`src/rtl/uart_pkg.sv`:
```
// Shared UART constants and state encoding, used by both receiver and transmitter.
package uart_pkg;

    localparam int unsigned DEFAULT_BAUD     = 115200;
    localparam int unsigned DEFAULT_CLK_FREQ = 81_000_000;

    typedef enum logic [2:0] {
        IDLE,
        START,
        DATA,
        STOP,
        WAIT_IDLE
    } uart_state_e;

    function automatic int unsigned clks_per_bit(input int unsigned clk_freq,
                                                 input int unsigned baud);
        return clk_freq / baud;
    endfunction

    function automatic int unsigned half_bit(input int unsigned clk_freq,
                                             input int unsigned baud);
        return clks_per_bit(clk_freq, baud) / 2;
    endfunction

endpackage

```
`src/rtl/rx_fifo.sv`:
```
// Small synchronous FIFO: push/full on the write side, valid/ready on the read side.
module rx_fifo #(
    parameter int unsigned WIDTH = 8,
    parameter int unsigned DEPTH = 4
) (
    input  logic             clk,
    input  logic             rst_i,
    input  logic             push_i,
    input  logic [WIDTH-1:0] din_i,
    output logic             full_o,
    output logic [WIDTH-1:0] dout_o,
    output logic             dout_valid_o,
    input  logic             dout_ready_i
);

    localparam int unsigned AW = $clog2(DEPTH);
    localparam logic [AW:0] FULL_CNT = DEPTH[AW:0];

    logic [WIDTH-1:0] mem_q [DEPTH];
    logic [AW-1:0]    wr_ptr_q, rd_ptr_q;
    logic [AW:0]      count_q, count_d;
    logic             pop, push_ok;

    assign full_o       = (count_q == FULL_CNT);
    assign dout_valid_o = (count_q != '0);
    assign dout_o       = mem_q[rd_ptr_q];
    assign pop          = dout_valid_o && dout_ready_i;
    // A full FIFO still accepts a push when the head is leaving in the same cycle.
    assign push_ok      = push_i && (!full_o || pop);

    always_comb begin
        count_d = count_q;
        unique case ({push_ok, pop})
            2'b10:   count_d = count_q + 1'b1;
            2'b01:   count_d = count_q - 1'b1;
            default: count_d = count_q;
        endcase
    end

    always_ff @(posedge clk or posedge rst_i) begin
        if (rst_i) begin
            for (int unsigned i = 0; i < DEPTH; i++) mem_q[i] <= '0;
            wr_ptr_q <= '0;
            rd_ptr_q <= '0;
            count_q  <= '0;
        end else begin
            if (push_ok) begin
                mem_q[wr_ptr_q] <= din_i;
                wr_ptr_q        <= wr_ptr_q + 1'b1;
            end
            if (pop) rd_ptr_q <= rd_ptr_q + 1'b1;
            count_q <= count_d;
        end
    end

endmodule

```
`src/rtl/uart_rx.sv`:
```
// 8N1 UART receiver: synchronizer, mid-bit sampling FSM and a 4-entry output FIFO.
module uart_rx
    import uart_pkg::*;
#(
    parameter int unsigned CLK_FREQ = DEFAULT_CLK_FREQ,
    parameter int unsigned BAUD     = DEFAULT_BAUD
) (
    input  logic       clk,
    input  logic       reset,
    input  logic       uart_rxp,
    output logic [7:0] dout,
    output logic       dout_valid,
    input  logic       dout_ready,
    output logic       busy,
    output logic       framing_error,
    output logic       overrun
);

    localparam int unsigned CLKS_PER_BIT = clks_per_bit(CLK_FREQ, BAUD);
    localparam int unsigned HALF_BIT     = half_bit(CLK_FREQ, BAUD);
    localparam int unsigned CW           = $clog2(CLKS_PER_BIT);
    localparam logic [CW-1:0] HALF_LOAD  = CW'(HALF_BIT - 1);
    localparam logic [CW-1:0] BIT_LOAD   = CW'(CLKS_PER_BIT - 1);

    logic [1:0]    sync_q;
    logic          rx_s;
    uart_state_e   state_q;
    logic [CW-1:0] cnt_q;
    logic [2:0]    idx_q;
    logic [7:0]    shreg_q;
    logic          push_q, fe_q, overrun_q;
    logic          fifo_full;

    assign rx_s = sync_q[1];

    always_ff @(posedge clk or posedge reset) begin
        if (reset) sync_q <= '1;
        else       sync_q <= {sync_q[0], uart_rxp};
    end

    always_ff @(posedge clk or posedge reset) begin
        if (reset) begin
            state_q <= IDLE;
            cnt_q   <= '0;
            idx_q   <= '0;
            shreg_q <= '0;
            push_q  <= 1'b0;
            fe_q    <= 1'b0;
        end else begin
            push_q <= 1'b0;
            fe_q   <= 1'b0;
            unique case (state_q)
                IDLE: if (!rx_s) begin
                    cnt_q   <= HALF_LOAD;
                    state_q <= START;
                end
                // A start bit that is gone by mid-bit is treated as a glitch.
                START: if (cnt_q == '0) begin
                    if (!rx_s) begin
                        cnt_q   <= BIT_LOAD;
                        idx_q   <= '0;
                        state_q <= DATA;
                    end else begin
                        state_q <= IDLE;
                    end
                end else begin
                    cnt_q <= cnt_q - 1'b1;
                end
                DATA: if (cnt_q == '0) begin
                    shreg_q[idx_q] <= rx_s;
                    cnt_q          <= BIT_LOAD;
                    if (idx_q == 3'd7) state_q <= STOP;
                    else               idx_q   <= idx_q + 3'd1;
                end else begin
                    cnt_q <= cnt_q - 1'b1;
                end
                STOP: if (cnt_q == '0) begin
                    if (rx_s) begin
                        push_q  <= 1'b1;
                        state_q <= IDLE;
                    end else begin
                        fe_q    <= 1'b1;
                        state_q <= WAIT_IDLE;
                    end
                end else begin
                    cnt_q <= cnt_q - 1'b1;
                end
                WAIT_IDLE: if (rx_s) state_q <= IDLE;
                default: state_q <= IDLE;
            endcase
        end
    end

    always_ff @(posedge clk or posedge reset) begin
        if (reset) overrun_q <= 1'b0;
        else       overrun_q <= push_q && fifo_full && !(dout_valid && dout_ready);
    end

    rx_fifo #(
        .WIDTH(8),
        .DEPTH(4)
    ) u_fifo (
        .clk          (clk),
        .rst_i        (reset),
        .push_i       (push_q),
        .din_i        (shreg_q),
        .full_o       (fifo_full),
        .dout_o       (dout),
        .dout_valid_o (dout_valid),
        .dout_ready_i (dout_ready)
    );

    assign busy          = (state_q != IDLE);
    assign framing_error = fe_q;
    assign overrun       = overrun_q;

endmodule

```
`config.mk`:
```
export PLATFORM = sky130hd
export DESIGN_NAME = uart_rx
export DESIGN_NICKNAME = d
export VERILOG_FILES = /design/src/rtl/uart_pkg.sv /design/src/rtl/rx_fifo.sv /design/src/rtl/uart_rx.sv
export SDC_FILE = /design/constraint.sdc
export NUM_CORES = 1
export LEC_CHECK = 0
export CELL_PAD_IN_SITES_DETAIL_PLACEMENT = 0
export CELL_PAD_IN_SITES_GLOBAL_PLACEMENT = 1
export CORE_MARGIN = 2
export CORE_UTILIZATION = 43
export CTS_CLUSTER_SIZE = 16
export DETAILED_ROUTE_END_ITERATION = 12
export HOLD_SLACK_MARGIN = 0.06
export PLACE_DENSITY_LB_ADDON = 0.1
export SYNTH_ARGS = -nofsm -noshare
export SYNTH_HDL_FRONTEND = slang
export SYNTH_SLANG_ARGS = --single-unit
export TNS_END_PERCENT = 5
```
`constraint.sdc`:
```
create_clock -name clk -period 2.45 [get_ports clk]
set_input_delay 0.3675 -clock clk [delete_from_list [all_inputs] [get_ports clk]]
set_output_delay 0.3675 -clock clk [all_outputs]
set_load 0.03 [all_outputs]
```
Yosys cells after proc, flatten, opt, wreduce, memory -nomap -nowiden
Index checks and enable logic that the tools add are counted.
- muxes and demuxes: 36
- $lt $le $gt $ge: 5
- bitwise gates (word level): 2
- reduce and logical (&&, ||, !) cells: 20
- add/sub/neg operators: 6
- eq/ne operators: 18
- operator list (kind ; count):
    $mux 10 ; 5
    $pmux 10 s4 ; 1
    $mux 3 ; 11
    $bwmux 32 ; 1
    $mux 8 ; 3
    $ne 2x2->1 const B ; 9
    $bmux 8 s2 ; 1
    $demux 8 s2 ; 1
    $pmux 3 s5 ; 1
    $pmux 3 s2 ; 2
    $logic_not 10->1 ; 1
    $sub 10x1->10 const B ; 1
    $eq 3x3->1 const B ; 3
    $bwmux 8 ; 1
    $mux 1 ; 7
    $add 3x1->3 const B ; 2
    $eq 3x2->1 const B ; 2
    $ge 3x3->1 const B ; 2
    $logic_and 1x1->1 ; 6
    $not 2->3 ; 2
    $reduce_and 6->1 ; 1
    $reduce_bool 3->1 ; 2
    $reduce_and 5->1 ; 1
    $add 2x1->2 const B ; 2
    other kinds (17) ; 19
- output and inout port bits: 12
- word-level logic and storage cells: 102
- register bits after elaboration: 68

Longest topological paths before layout
Gate-level depths: netlist of run 1.
- word-level depth: 6
- gate-level depth with buffers: 10
- gate-level depth less buffers: 9

Cells and area by module
Synthesis of run 1 repeated with hierarchy kept, for this count alone.
- cells, all modules: 269
- area total of the unflattened synthesis: 3335.7 µm²
- modules (own cells, without submodules) (module ; instances ; cells each ; sequential area each (µm²) ; area an instance (µm²)):
    rx_fifo ; 1 ; 116 ; 975.9 ; 1808.0
    uart_rx ; 1 ; 153 ; 728.2 ; 1527.7

Worst setup path after synthesis of run 1
OpenSTA, ideal clock, no wires.
- path type: register to register
- start: reg cnt_q[0]
- end: reg idx_q[0]
- slack: 258 ps
- stages on the path, launching flop included: 7
- data arrival time: 2064 ps
- cell sequence: dfrtp_1 -> inv_1 -> ha_1 -> or4b_4 -> or3_4 -> a211o_1 -> mux2_1
- word-level cells in the longest chain between the ends: 3
- RTL lines (item ; RTL line ; source):
    from (decl) ; uart_rx.sv:28 ; logic [CW-1:0] cnt_q;
    from (signal assigned) ; uart_rx.sv:67 ; cnt_q <= cnt_q - 1'b1;
    from (signal assigned) ; uart_rx.sv:75 ; cnt_q <= cnt_q - 1'b1;
    from (signal assigned) ; uart_rx.sv:86 ; cnt_q <= cnt_q - 1'b1;
    $logic_not 10->1 (*) ; uart_rx.sv:58, uart_rx.sv:69 ;
    $ne 2x2->1 (no line) ; -- ;
    $reduce_and 5->1 (no line) (*) ; -- ;
    to (signal assigned) ; uart_rx.sv:73 ; else idx_q <= idx_q + 3'd1;
    to (decl) ; uart_rx.sv:29 ; logic [2:0] idx_q;
Every way passes the cells marked *; elsewhere a longest branch is shown, timed or not.
A chain may end at the register's enable or synchronous reset.

Worst setup path in the final report of run 1
Same ends and word-level chain as after synthesis.

==> results of run 1 <==
==> cell type report <==
cell class                 instances  area [um^2]
inverter                          11         41.3
timing repair buffer              26          265
multi-input combinational        180         1500
sequential                        68         1700
clock inverter                     5         35.0
fill                             670         3470
tap                               99          124
clock buffer                      11          151
==> cells by family after synthesis <==
group                    Yosys count  synth area share, %
adder cells (fa/ha/maj)           10                 4.06
flip-flops                        68                 52.1
AO/OA/AOI/OAI                     33                 6.93
multiplexers                      50                 19.9
buffers and inverters             18                 2.07
XOR/XNOR                           7                 1.88
AND/OR/NAND/NOR                   80                 13.1
==> worst paths after layout <==
kind                                            from              endpoint  slack (ns)  cells past startpoint
worst max-delay path            cnt_q[0]$_DFFE_PP0P_  idx_q[0]$_DFFE_PP0P_        0.15                      6
worst min-delay path             sync_q[0]$_DFF_PP1_   sync_q[1]$_DFF_PP1_        0.36                      0
worst max register to register  cnt_q[0]$_DFFE_PP0P_  idx_q[0]$_DFFE_PP0P_        0.15                      6
worst min register to register   sync_q[0]$_DFF_PP1_   sync_q[1]$_DFF_PP1_        0.36                      0
max in group asynchronous                      reset   sync_q[0]$_DFF_PP1_        1.70                      3
min in group asynchronous                      reset  cnt_q[2]$_DFFE_PP0P_        0.41                      3
==> state kept, by name, indices dropped and copies added, names as in the netlist <==
register / count
u_fifo.mem_q: 32
cnt_q: 10
shreg_q: 8
idx_q: 3
state_q: 3
u_fifo.count_q: 3
sync_q: 2
u_fifo.rd_ptr_q: 2
u_fifo.wr_ptr_q: 2
framing_error: 1
overrun: 1
push_q: 1
==> stage by stage <==
stage	util (%)	area [um^2]	worst slack (ns)	power, uW	setup TNS, ns
after global routing	52.4	3820	0.00401	2520	0
after CTS	52.1	3800	0.00680	2430	0
after detailed placement	49.5	3610	-0.0188	1560	-0.0188
final	52.4	3820	0.153	2390	0
after global placement	49.5	3610	0.0831	1550	0
after floorplan	-	3270	0.258	1470	0
==> synthesized netlist by cell type (2+ instances only) <==
| library cell | instances | area, um^2 |
|---|---|---|
| inv_1 | 11 | 41.3 |
| ha_1 | 9 | 113 |
| clkbuf_1 | 6 | 22.5 |
| or3_1 | 5 | 31.3 |
| mux4_2 | 8 | 180 |
| and2_1 | 3 | 18.8 |
| a21oi_1 | 6 | 30.0 |
| or2_2 | 2 | 12.5 |
| mux2_2 | 39 | 439 |
| dfstp_2 | 2 | 52.6 |
| nor3_1 | 8 | 40.0 |
| o22a_1 | 4 | 35.0 |
| nand3b_1 | 3 | 22.5 |
| nand3_1 | 3 | 15.0 |
| dfrtp_1 | 66 | 1650 |
| nand2_1 | 23 | 86.3 |
| nor4_1 | 3 | 18.8 |
| nor2_1 | 17 | 63.8 |
| a31oi_1 | 5 | 31.3 |
| xnor2_1 | 4 | 35.0 |
| o21ai_0 | 7 | 35.0 |
| xor2_1 | 3 | 26.3 |
| nor3b_1 | 4 | 30.0 |
| o31ai_1 | 2 | 15.0 |
| mux2i_1 | 2 | 20.0 |
==> power groups by stage <==
stage                     clock network, uW  logic, uW  registers, uW
after floorplan                           0        260           1210
after global placement                    0        297           1260
after detailed placement                  0        305           1260
after CTS                               889        301           1240
after global routing                    943        331           1250
final                                   860        291           1230
==> per-layer routing <==
layer	global-route usage, %	vias to the layer above
li1	-	1022
met1	22.5	1049
met2	24.9	23
met3	4.32	13
met4	6.69	0
met5	0	-
==> critical path: stages (launching register included) <==
cell     delay (ns)
dfrtp_1        0.42
inv_1          0.09
ha_1           0.13
or4b_4         0.51
or3_4          0.40
a211o_1        0.30
mux2_1         0.32
==> what timing repair did <==
action | CTS | global route
endpoints found under the setup margin | 0 | 10
resized for setup | 0 | 9
endpoints found under the hold margin | 0 | 0
==> impl_results.md, run 1 <==
- Gr usage total: 16.4%
- Fmax: about 440 MHz
- Critical path launch point type: flip-flop
- H-tree lvl count: 3
- Final net count: 310
- Non-filler cells, final: 400
- DR WL met2: 2.80 mm
- PD cells: ~620 nW/um^2
- Cells after Synth: 266
- Final period util: between 90 and 100%
- Worst Path Required: 2.68 ns
- Die extent in y: 91.2 um
- Total CTS buffers: 9
- Pre-antenna DRT Iters: 4
- Wire per inst: 15.2 um
- Area delta synth->final: 17.0%
- Post-layout minimum cycle time: ~2.3 ns
- Clock group share of total power: 36.1%
- Synth Flop Type: dfrtp_1
- Outcome: finished, final reports clean
- Antenna violations before repair: 0
- Lkg Pwr: 0.00188 uW
- Row Count: 31
- Total clock sinks: 68
- Initial core utilization: 44.8%
- DRT Wirelength: 6.08 mm
- Final Slew Violations: 0
- Post-synth cell types: 46
- Hold WC Path Type: flip-flop to flip-flop
- Die width: 91.2 um
- Sw Share: 27.1%
- Internal power: 1740 uW
- Pin count of the biggest net entering global routing: 69
- Routed via count: between 2000 and 2500
- Yosys reg bits: a little under 70
- DR DRC count: 0
- Initial DRC count: just over 60
- Sequential cell fraction of total power: 51.8%
- IO Pins: 16
- Final ANT Viol Nets: 0
- Postcts setup bufs: 0
- Register area share after synthesis: 52.1%
- Full die area: between 8000 and 9000 um^2
- DPL Wire Length: 4.00 mm
- Fin. Hold Viols: 0
- Psw: 647 uW
- Dpl cells: 384
- Floorplan core area: 7290 um^2
- # diodes: 0
- Via/cell ratio: 5.27
- CTS root buf: clkbuf_8
- Met3 WL: 137 um
- Unrepaired setup endpoints after global routing: false
- TritonCTS clock tree: built
- Most frequent cells in the layout: dfrtp_1 (66), mux2_2 (39), nand2_1 (23), nor2_1 (17), clkbuf_8 (11)
- Comb pwr share: 12.2%
- Setup Viol. Count Final: 0
- Clock buffer depth: 2
- Syn. warnings: 0
- Share of layout cells above drive strength 1: 28.6%
- Post-synth EDFFs: 0
- Max FO, Critical Path: 6
- WL met1: 3.02 mm
- Vias in the first global route: 2155
- Worst Clk Skew: 0.00704 ns
- Global-route wire length before repair: approximately 11 mm
- Worst setup EP type: flip-flop
- Syn nets: 280
- Max-Cap Viols: 0
- Final hold slack: 0.357 ns
- Port buffer count: 15
- Clock latency on the worst-skew pair: about 0.34 ns
- Syn avg cell area: 12.3 um^2
- Max rail drop VDD: 0.242 mV
- Commonest non-fill, non-tap cell in the layout: dfrtp_1
- Worst slew margin: 44.1%
- Ys async rst share: 100%
- Cts hold-fix bufs: 0
- Mapped Area: 3270 um^2
- Worst slew pin tran: 0.831 ns
- Overflow after GRT: 0
- GPL Wtd Cong: 0.758
- Crit Path Category: flip-flop to flip-flop
- Worst-path clk slew: 0.07 ns
- Crit path DAT: between 2 and 3 ns
- Top routing layer in use: met4
No activity file was read; power rests on OpenSTA's default activity.
==> run 2, diff against run 1 <==
CAP_MARGIN = 40   (was default)
SETUP_SLACK_MARGIN = 0.1   (was default)
==> run 2 against run 1 <==
Net effect:
- clock power about the same
- worst hold slack about the same
- sequential share of layout area is essentially flat
- register-to-register slack better by 0.02 ns
- worst setup slack better by 0.022 ns
- largest power group unchanged
- highest routed layer unchanged
==> impl_results.md, run 2 (same netlist as run 1, synthesis figures left out) <==
- Setup Viol. Count Final: 0 (unchanged)
- Gr usage total: 16.4% (unchanged)
- Unrepaired setup endpoints after global routing: true
- # diodes: 0 (unchanged)
- Worst Path Required: 2.68 ns (about the same)
- Post-layout minimum cycle time: 2.27 ns (-0.0224 ns)
- GPL Wtd Cong: 0.758 (unchanged)
- Fin. Hold Viols: 0 (unchanged)
- Commonest non-fill, non-tap cell in the layout: dfrtp_1
- Worst-path clk slew: 0.07 ns (about the same)
- Port buffer count: 15 (unchanged)
- Die extent in y: 91.2 um (unchanged)
- Pre-antenna DRT Iters: 4 (unchanged)
- Routed via count: 2114 (+0.33%)
- Antenna violations before repair: 0 (unchanged)
- Worst Clk Skew: 0.00704 ns (unchanged)
- Critical path's slowest cell: or4b_4
- Max-Cap Viols: 0 (unchanged)
- Largest register FFs: 32 (unchanged)
- Overflow after GRT: 0 (unchanged)
- Via/cell ratio: 5.29 (+0.33%)
- Fmax: 440 MHz (+0.99%)
- Row Count: 31 (unchanged)
- Clock latency on the worst-skew pair: 0.34 ns (about the same)
- Wire per inst: 15.3 um (+0.39%)
- Final Slew Violations: 0 (unchanged)
- CTS root buf: clkbuf_8
- TNS Setup: 0 ns (unchanged)
- Pwr Total: 2390 uW (about the same)
- Max FO, Critical Path: 6 (unchanged)
- Clock buffer depth: 2 (unchanged)
- TritonCTS clock tree: built
- Crit path DAT: 2.50 ns (-0.02 ns)
- Top flop regs: u_fifo.mem_q: 32 flops, cnt_q: 10 flops, shreg_q: 8 flops
- Postcts setup bufs: 0 (unchanged)
- Largest Register: u_fifo.mem_q
- Filler instances: 673 (+0.45%)
- Crit-path cells: inv_2 > ha_1 > or4b_4 > or3_4 > a211o_1 > mux2_1
- Crit path max-delay family: simple AND/OR/NAND/NOR gates
- Floorplan core area: 7290 um^2 (unchanged)
- Worst slew pin tran: 0.819 ns (-0.0126 ns)
- Final net count: 310 (unchanged)
- Hold WC Path Type: flip-flop to flip-flop
- DRT Wirelength: 6.11 mm (+0.39%)
- Vias in the first global route: 2155 (unchanged)
- DR DRC count: 0 (unchanged)
- Worst slew margin: 45.0% (+0.85 points)
- Global-route wire length before repair: 10.6 mm (unchanged)
- Critical path launch point type: flip-flop
- Pin count of the biggest net entering global routing: 69 (unchanged)
- DPL Wire Length: 4.00 mm (unchanged)
- Max rail drop VDD: 0.242 mV (about the same)
- Die width: 91.2 um (unchanged)
- Most frequent cells in the layout: dfrtp_1 (65), mux2_2 (38), nand2_1 (23), nor2_1 (17), clkbuf_8 (11)
- IO Pins: 16 (unchanged)
- Final period util: 92.9% (-0.92 points)
- Outcome: finished, final reports clean
- Full die area: 8320 um^2 (unchanged)
- PD cells: 623 nW/um^2 (-0.15%)
- Worst setup EP type: flip-flop
- Slowest Stage Delay on Critical Path: 0.51 ns (about the same)
- Initial DRC count: 51 (-18%)
- Final ANT Viol Nets: 0 (unchanged)
- Total CTS buffers: 9 (unchanged)
- Initial core utilization: 44.8% (unchanged)
- CP Buf/Inv Count: 1 (unchanged)
- Share of layout cells above drive strength 1: 29.6% (+1.0 points)
- Lkg Pwr: 0.00187 uW (-0.76%)
- Area delta synth->final: 17.1%
- Crit Path Category: flip-flop to flip-flop
- H-tree lvl count: 3 (unchanged)
- Total clock sinks: 68 (unchanged)
run 2: metal layers:
metal  track usage [%]  vias to the layer above  share of wire (%)
li1                  -                     1021                  -
met1              22.5                     1053                 49
met4              6.69                        0                2.0
met2              24.9                       27                 46
met3              4.32                       13                2.5
met5                 0                        -                  0
run 2: repair_timing:
action	4_1_cts	5_1_grt
pin swaps	0	3
gates resized for setup	1	12
hold buffers	0	0
endpoints found under the hold margin	0	0
endpoints found under the setup margin	8	19
run 2: area by class of cell:
type                       instances  area (um^2)  area share (%)
sequential                        68         1710            44.5
clock buffer                      11          151            3.95
timing repair buffer              26          262            6.83
inverter                          11         41.3            1.08
multi-input combinational        180         1510            39.5
tap                               99          124            3.23
clock inverter                     5         35.0           0.915
run 2: worst paths after layout:
kind | startpoint | to | slack [ns] | cells past startpoint
hold / removal | sync_q[0]$_DFF_PP1_ | sync_q[1]$_DFF_PP1_ | 0.36 | 0
max in group asynchronous | reset | sync_q[0]$_DFF_PP1_ | 1.70 | 3
setup reg to reg | cnt_q[0]$_DFFE_PP0P_ | idx_q[0]$_DFFE_PP0P_ | 0.18 | 6
min in group asynchronous | reset | cnt_q[2]$_DFFE_PP0P_ | 0.41 | 3
hold reg to reg | sync_q[0]$_DFF_PP1_ | sync_q[1]$_DFF_PP1_ | 0.36 | 0
setup / recovery | cnt_q[0]$_DFFE_PP0P_ | idx_q[0]$_DFFE_PP0P_ | 0.18 | 6
run 2: stage by stage:
stage | hold WS (ns) | setup slack, ns | cells | util, % | instance area, um^2
3_3_place_gp | 0.346 | 0.0831 | 384 | 49.5 | 3610
6_report | 0.357 | 0.175 | 400 | 52.5 | 3830
4_1_cts | 0.359 | 0.0188 | 400 | 52.1 | 3800
5_1_grt | 0.367 | 0.0412 | 400 | 52.5 | 3830
3_5_place_dp | 0.348 | -0.0188 | 384 | 49.5 | 3610
2_1_floorplan | 0.345 | 0.258 | 266 | - | 3270
run 2: report_power, final:
group | leakage [uW] | switching (uW) | internal, uW | total (uW)
Sequential | 0.000890 | 65.3 | 1170 | 1240
Combinational | 0.000881 | 146 | 145 | 291
Clock | 0.0000957 | 436 | 424 | 860
Total | 0.00187 | 647 | 1740 | 2390
==> run 3, diff against run 2 <==
clock period = 2.8 ns   (was 2.45 ns; I/O delays follow)
==> run 3 against run 2 <==
Net effect:
- cell count is 1.8% lower
- clock power down 5.0%
- sequential power fell by 13%
- register-to-register slack better by 0.28 ns
- design area decreased by 1.8%
- combinational power is 11% lower
- clock-buffer cell count shrank 1
- via count shrank 3.3%
- critical path type is now flip-flop to primary output
==> impl_results.md, run 3 (same netlist as run 1, synthesis figures left out) <==
- Gr usage total: 16.5% (+0.066 points)
- Routed via count: 2044 (-3.3%)
- Share of layout cells above drive strength 1: 26.5% (-3.0 points)
- Initial core utilization: 44.8% (unchanged)
- Crit Path Category: flip-flop to primary output
- Worst Clk Skew: 0.00585 ns (-0.00119 ns)
- Critical path's slowest cell: clkdlybuf4s50_1
- Vias in the first global route: 2092 (-2.9%)
- Worst slew margin: 44.3% (-0.66 points)
- Fmax: 408 MHz
- Max FO, Critical Path: 10 (+4)
- Hold Path Depth: 0 (unchanged)
- DR DRC count: 0 (unchanged)
- Worst-path clk slew: 0.07 ns (about the same)
- Outcome: finished, final reports clean
- Max rail drop VDD: 0.292 mV (+21%)
- Pwr Total: 2150 uW (-9.7%)
- Largest register FFs: 32 (unchanged)
- Hold_sp: sync_q[0]$_DFF_PP1_
- R2R depth: 7 (+1)
- Post-layout minimum cycle time: around 2.5 ns
- Origin of the critical flop-to-flop path: cnt_q[0]$_DFFE_PP0P_
- Cts hold-fix bufs: 0 (unchanged)
- Die extent in y: 91.2 um (unchanged)
- Total CTS buffers: 9 (unchanged)
- Post-CTS resize count: 0 (-1)
- Floorplan core area: 7290 um^2 (unchanged)
- Dpl cells: 377 (-1.8%)
- Busiest grt layer: met2
- Clock buffer depth: 2 (unchanged)
- H-tree lvl count: 3 (unchanged)
- Final ANT Viol Nets: 0 (unchanged)
- Die width: 91.2 um (unchanged)
- Global-route wire length before repair: 10.5 mm (-1.6%)
- Area delta synth->final: 15.0%
- Grt met2 use: 26.5% (+1.6 points)
- Filler instances: 682 (+1.3%)
- Hold WC Path Type: flip-flop to flip-flop
- Slowest Stage Delay on Critical Path: 0.61 ns (+0.10 ns)
- TNS Setup: 0 ns (unchanged)
- Row Count: 31 (unchanged)
- Worst slew pin tran: 0.829 ns (+0.00982 ns)
- Reg2Reg Setup Slack: 0.46 ns (+0.28 ns)
- Setup Viol. Count Final: 0 (unchanged)
- DRT Wirelength: 6.04 mm (-1.0%)
- CTS root buf: clkbuf_8
- CP Buf/Inv Count: 2 (+1)
- Wire per inst: 15.4 um (+0.76%)
- Final Slew Violations: 0 (unchanged)
- Via/cell ratio: 5.20 (-1.6%)
- Clock latency on the worst-skew pair: 0.34 ns (about the same)
- Commonest non-fill, non-tap cell in the layout: dfrtp_1
- Pre-antenna DRT Iters: 4 (unchanged)
- Unrepaired setup endpoints after global routing: false
- Max-Cap Viols: 0 (unchanged)
- Largest Register: u_fifo.mem_q
- Pin count of the biggest net entering global routing: 48 (-30%)
- Crit-path cells: buf_4 > mux4_2 > clkdlybuf4s50_1
- Worst setup EP type: primary output
- Crit path max-delay family: buffers and inverters
- # diodes: 0 (unchanged)
- Critical path launch point type: flip-flop
- TritonCTS clock tree: built
- Postcts setup bufs: 0 (unchanged)
- PD cells: 573 nW/um^2 (-8.1%)
- Crit path DAT: 2.03 ns (-0.47 ns)
- Initial DRC count: 101 (+98%)
- GPL Wtd Cong: 0.731 (-3.6%)
- Total clock sinks: 68 (unchanged)
- Port buffer count: 15 (unchanged)
- Full die area: 8320 um^2 (unchanged)
- M3 GR Usage: 5.56% (+1.2 points)
- Non-filler cells, final: 393 (-1.8%)
- Worst Path Required: 2.38 ns (-0.30 ns)
- Final net count: 303 (-2.3%)
- Final period util: 87.5%
- Lkg Pwr: 0.00170 uW (-8.9%)
- Overflow after GRT: 0 (unchanged)
- Fin. Hold Viols: 0 (unchanged)
- IO Pins: 16 (unchanged)
- Antenna violations before repair: 0 (unchanged)
- DPL Wire Length: 4.08 mm (+2.1%)
- Worst Hold Endpoint: sync_q[1]$_DFF_PP1_
- GR Util met1: 20.9% (-1.6 points)
- Reg-to-Reg End: shreg_q[2]$_DFFE_PP0P_
- Top flop regs: u_fifo.mem_q: 32 flops, cnt_q: 10 flops, shreg_q: 8 flops
- Most frequent cells in the layout: dfrtp_1 (66), mux2_2 (39), nand2_1 (23), nor2_1 (17), clkdlybuf4s50_1 (15)
## run 3: power by group
| part | internal, uW | switching [uW] | leakage (uW) |
|---|---|---|---|
| combinational | 128 | 131 | 0.000711 |
| sequential | 1020 | 55.0 | 0.000891 |
| clock | 434 | 383 | 0.0000983 |
## run 3: per-layer routing
metal | routed length, um | share of wire, %
met5 | 0 | 0
met4 | 85 | 1.4
met2 | 2940 | 49
met3 | 182 | 3.0
met1 | 2840 | 47
## run 3: worst max path at each step
stage                                   start                       endpoint  slack, ns  cells after the start
2_1_floorplan            cnt_q[0]$_DFFE_PP0P_           idx_q[0]$_DFFE_PP0P_       0.61                      6
3_3_place_gp                       dout_ready  u_fifo.count_q[2]$_DFFE_PP0P_       0.38                     10
3_5_place_dp                       dout_ready  u_fifo.count_q[2]$_DFFE_PP0P_       0.32                     10
4_1_cts        u_fifo.rd_ptr_q[0]$_DFFE_PP0N_                        dout[1]       0.30                      3
5_1_grt        u_fifo.rd_ptr_q[0]$_DFFE_PP0N_                        dout[6]       0.26                      3
6_report       u_fifo.rd_ptr_q[0]$_DFFE_PP0N_                        dout[6]       0.35                      3
## run 3: cell type report
cell class	count	area, um^2	area share (%)
clock buffers	10	138	3.66
multi-input cells	180	1500	39.8
clock inverters	6	63.8	1.70
inverters	11	41.3	1.10
repair buffers	19	193	5.12
well taps	99	124	3.29
flip-flops and latches	68	1700	45.3
## run 3: metrics by stage
| stage | util, % | setup WS, ns | instance area, um^2 | hold slack, ns |
|---|---|---|---|---|
| after CTS | 51.6 | 0.303 | 3760 | 0.358 |
| after detailed placement | 48.8 | 0.316 | 3560 | 0.347 |
| after floorplan | - | 0.608 | 3270 | 0.345 |
| after global placement | 48.8 | 0.376 | 3560 | 0.346 |
| after global routing | 51.6 | 0.256 | 3760 | 0.367 |
| final | 51.6 | 0.349 | 3760 | 0.356 |
==> edit (flow settings as in run 1) <==
Register the output `framing_error` once more, with the module's reset; this adds one clock of latency there. The other outputs are not delayed to match.
--- a/src/rtl/uart_rx.sv
+++ b/src/rtl/uart_rx.sv
@@ -113,3 +113,9 @@
     assign busy          = (state_q != IDLE);
-    assign framing_error = fe_q;
+    always_ff @(posedge clk or posedge reset) begin
+        if (reset) begin
+            framing_error <= '0;
+        end else begin
+            framing_error <= fe_q;
+        end
+    end
     assign overrun       = overrun_q;
Check against the original RTL: no difference found for any inputs over 10 cycles, from zero or initial values and one cycle with reset high; that may be too few to reach the edited logic, so the function may still have changed.
==> edit against run 1 <==
- final cell count shrank 0.75%
- sequential share of layout area shrank 0.13 points
- sequential cell count grew 1
- clock skew grew 0.0051 ns
- final area grew 1.8%
- hold slack is essentially flat
- area after synthesis grew 0.42%
- wire length shrank 0.74%
- power grew 3.7%
- setup slack gained 0.0048 ns
- critical path type unchanged
==> edit: results (changes against run 1) <==
- Outcome: finished clean (unchanged)
- Fin nets: 307 (was 310)
- Xor/xnor share of the synthesized area: 1.60% (was 1.88%)
- Synth cell count leaders: dfrtp_1 (67), mux2_2 (40), nand2_1 (18) (was dfrtp_1 (66), mux2_2 (39), nand2_1 (23))
- Static Leakage: 0.00199 uW (was 0.00188 uW)
- Placer Congestion: 0.700 (was 0.758)
- Logic inverters: 12 (was 11)
- Largest net degree at the start of global routing: 70 (was 69)
- Compound-cell area share of the yosys netlist: 7.09% (was 6.93%)
- Mux contribution to synthesized area: 20.7% (was 19.9%)
- Cells on worst reg2reg path: 8 (was 6)
- Layout cells sized above 1: 30.9% (was 28.6%)
- CP max stage delay: 0.47 ns (was 0.51 ns)
- Crit path max fanout: 4 (was 6)
- Detail Route Antenna Nets: 0 (unchanged)
- DR vias/cell: 5.29 (was 5.27)
- First-pass GRT wire length: 10.5 mm (was 10.6 mm)
- WL met2: 2.88 mm (was 2.80 mm)
- Register area: 1730 um^2 (was 1700 um^2)
- Area of the multi-input gates: 1490 um^2 (was 1500 um^2)
- Relative slew slack: 66.1% (was 44.1%)
- Multi-input gates: 170 (was 180)
- CP max-delay cell: or4b_1 (was or4b_4)
- Met2 Track Usage GR: 25.7% (was 24.9%)
- Signal buffers: 31 (was 26)
- Metal-1 WL: 2.93 mm (was 3.02 mm)
- DR WL met3: 149 um (was 137 um)
- Clock skew: 0.0121 ns (was 0.00704 ns)
- NonClk Buf Share: 8.10% (was 6.94%)
- Initial DRC count: 42 (was 62)
- Synth Net Count: 273 (was 280)
- Post-Route WL: 6.04 mm (was 6.08 mm)
- Synth cell types: 48 (was 46)
- Clock-cell share: 4.89% (was 4.88%)
- Met1 Use GR: 20.3% (was 22.5%)
- Number of global-route vias before repair: 2226 (was 2155)
- CTS Buf Count: 9 (unchanged)
- Worst Setup EP: shreg_q[2] (was idx_q[0])
- Layout fillers: 652 (was 670)
- Sequential area share after synthesis: 52.7% (was 52.1%)
- FFs & Latches: 69 (was 68)
- Asr flop ratio synth: 100% (unchanged)
- Adder-Cell Fraction of Synth Area: 4.04% (was 4.06%)
- GRT Total Usage: 16.0% (was 16.4%)
- DPL Wire Length: 4.13 mm (was 4.00 mm)
- GR Overflow Total: 0 (unchanged)
- Most numerous cell in the Yosys netlist: dfrtp_1 (unchanged)
- Peak VDD IR: 0.000509 V (was 0.000242 V)
- Synth top area cells: dfrtp_1 (51%), mux2_2 (14%), mux4_2 (5.5%), ha_1 (3.4%), nand2_1 (2.1%) (was dfrtp_1 (51%), mux2_2 (13%), mux4_2 (5.5%), ha_1 (3.4%), nand2_1 (2.6%))
[edit: cell count changes after synthesis, sizes merged, moves of 3 or more]
cell	before	now
buf	1	4
mux2i	2	5
nand2	23	18
nand2b	1	4
nor2	17	13
nor3	9	5
or3	6	3
[edit: stage by stage]
| step | cells | setup slack (ns) | hold slack (ns) | total power [uW] | instance area, um^2 |
|---|---|---|---|---|---|
| 2_1_floorplan | 259 | 0.252 | 0.331 | 1490 | 3280 |
| 3_3_place_gp | 381 | 0.0584 | 0.346 | 1600 | 3670 |
| 3_5_place_dp | 381 | -0.0141 | 0.350 | 1600 | 3670 |
| 4_1_cts | 397 | 0.00455 | 0.360 | 2520 | 3860 |
| 5_1_grt | 397 | 0.0129 | 0.361 | 2600 | 3890 |
| 6_report | 397 | 0.158 | 0.357 | 2480 | 3890 |
[edit: power by group]
part / internal, uW / switching, uW / total [uW]
Sequential: 1190 / 75.0 / 1260
Combinational: 169 / 146 / 315
Clock: 464 / 435 / 899
Total: 1820 / 655 / 2480
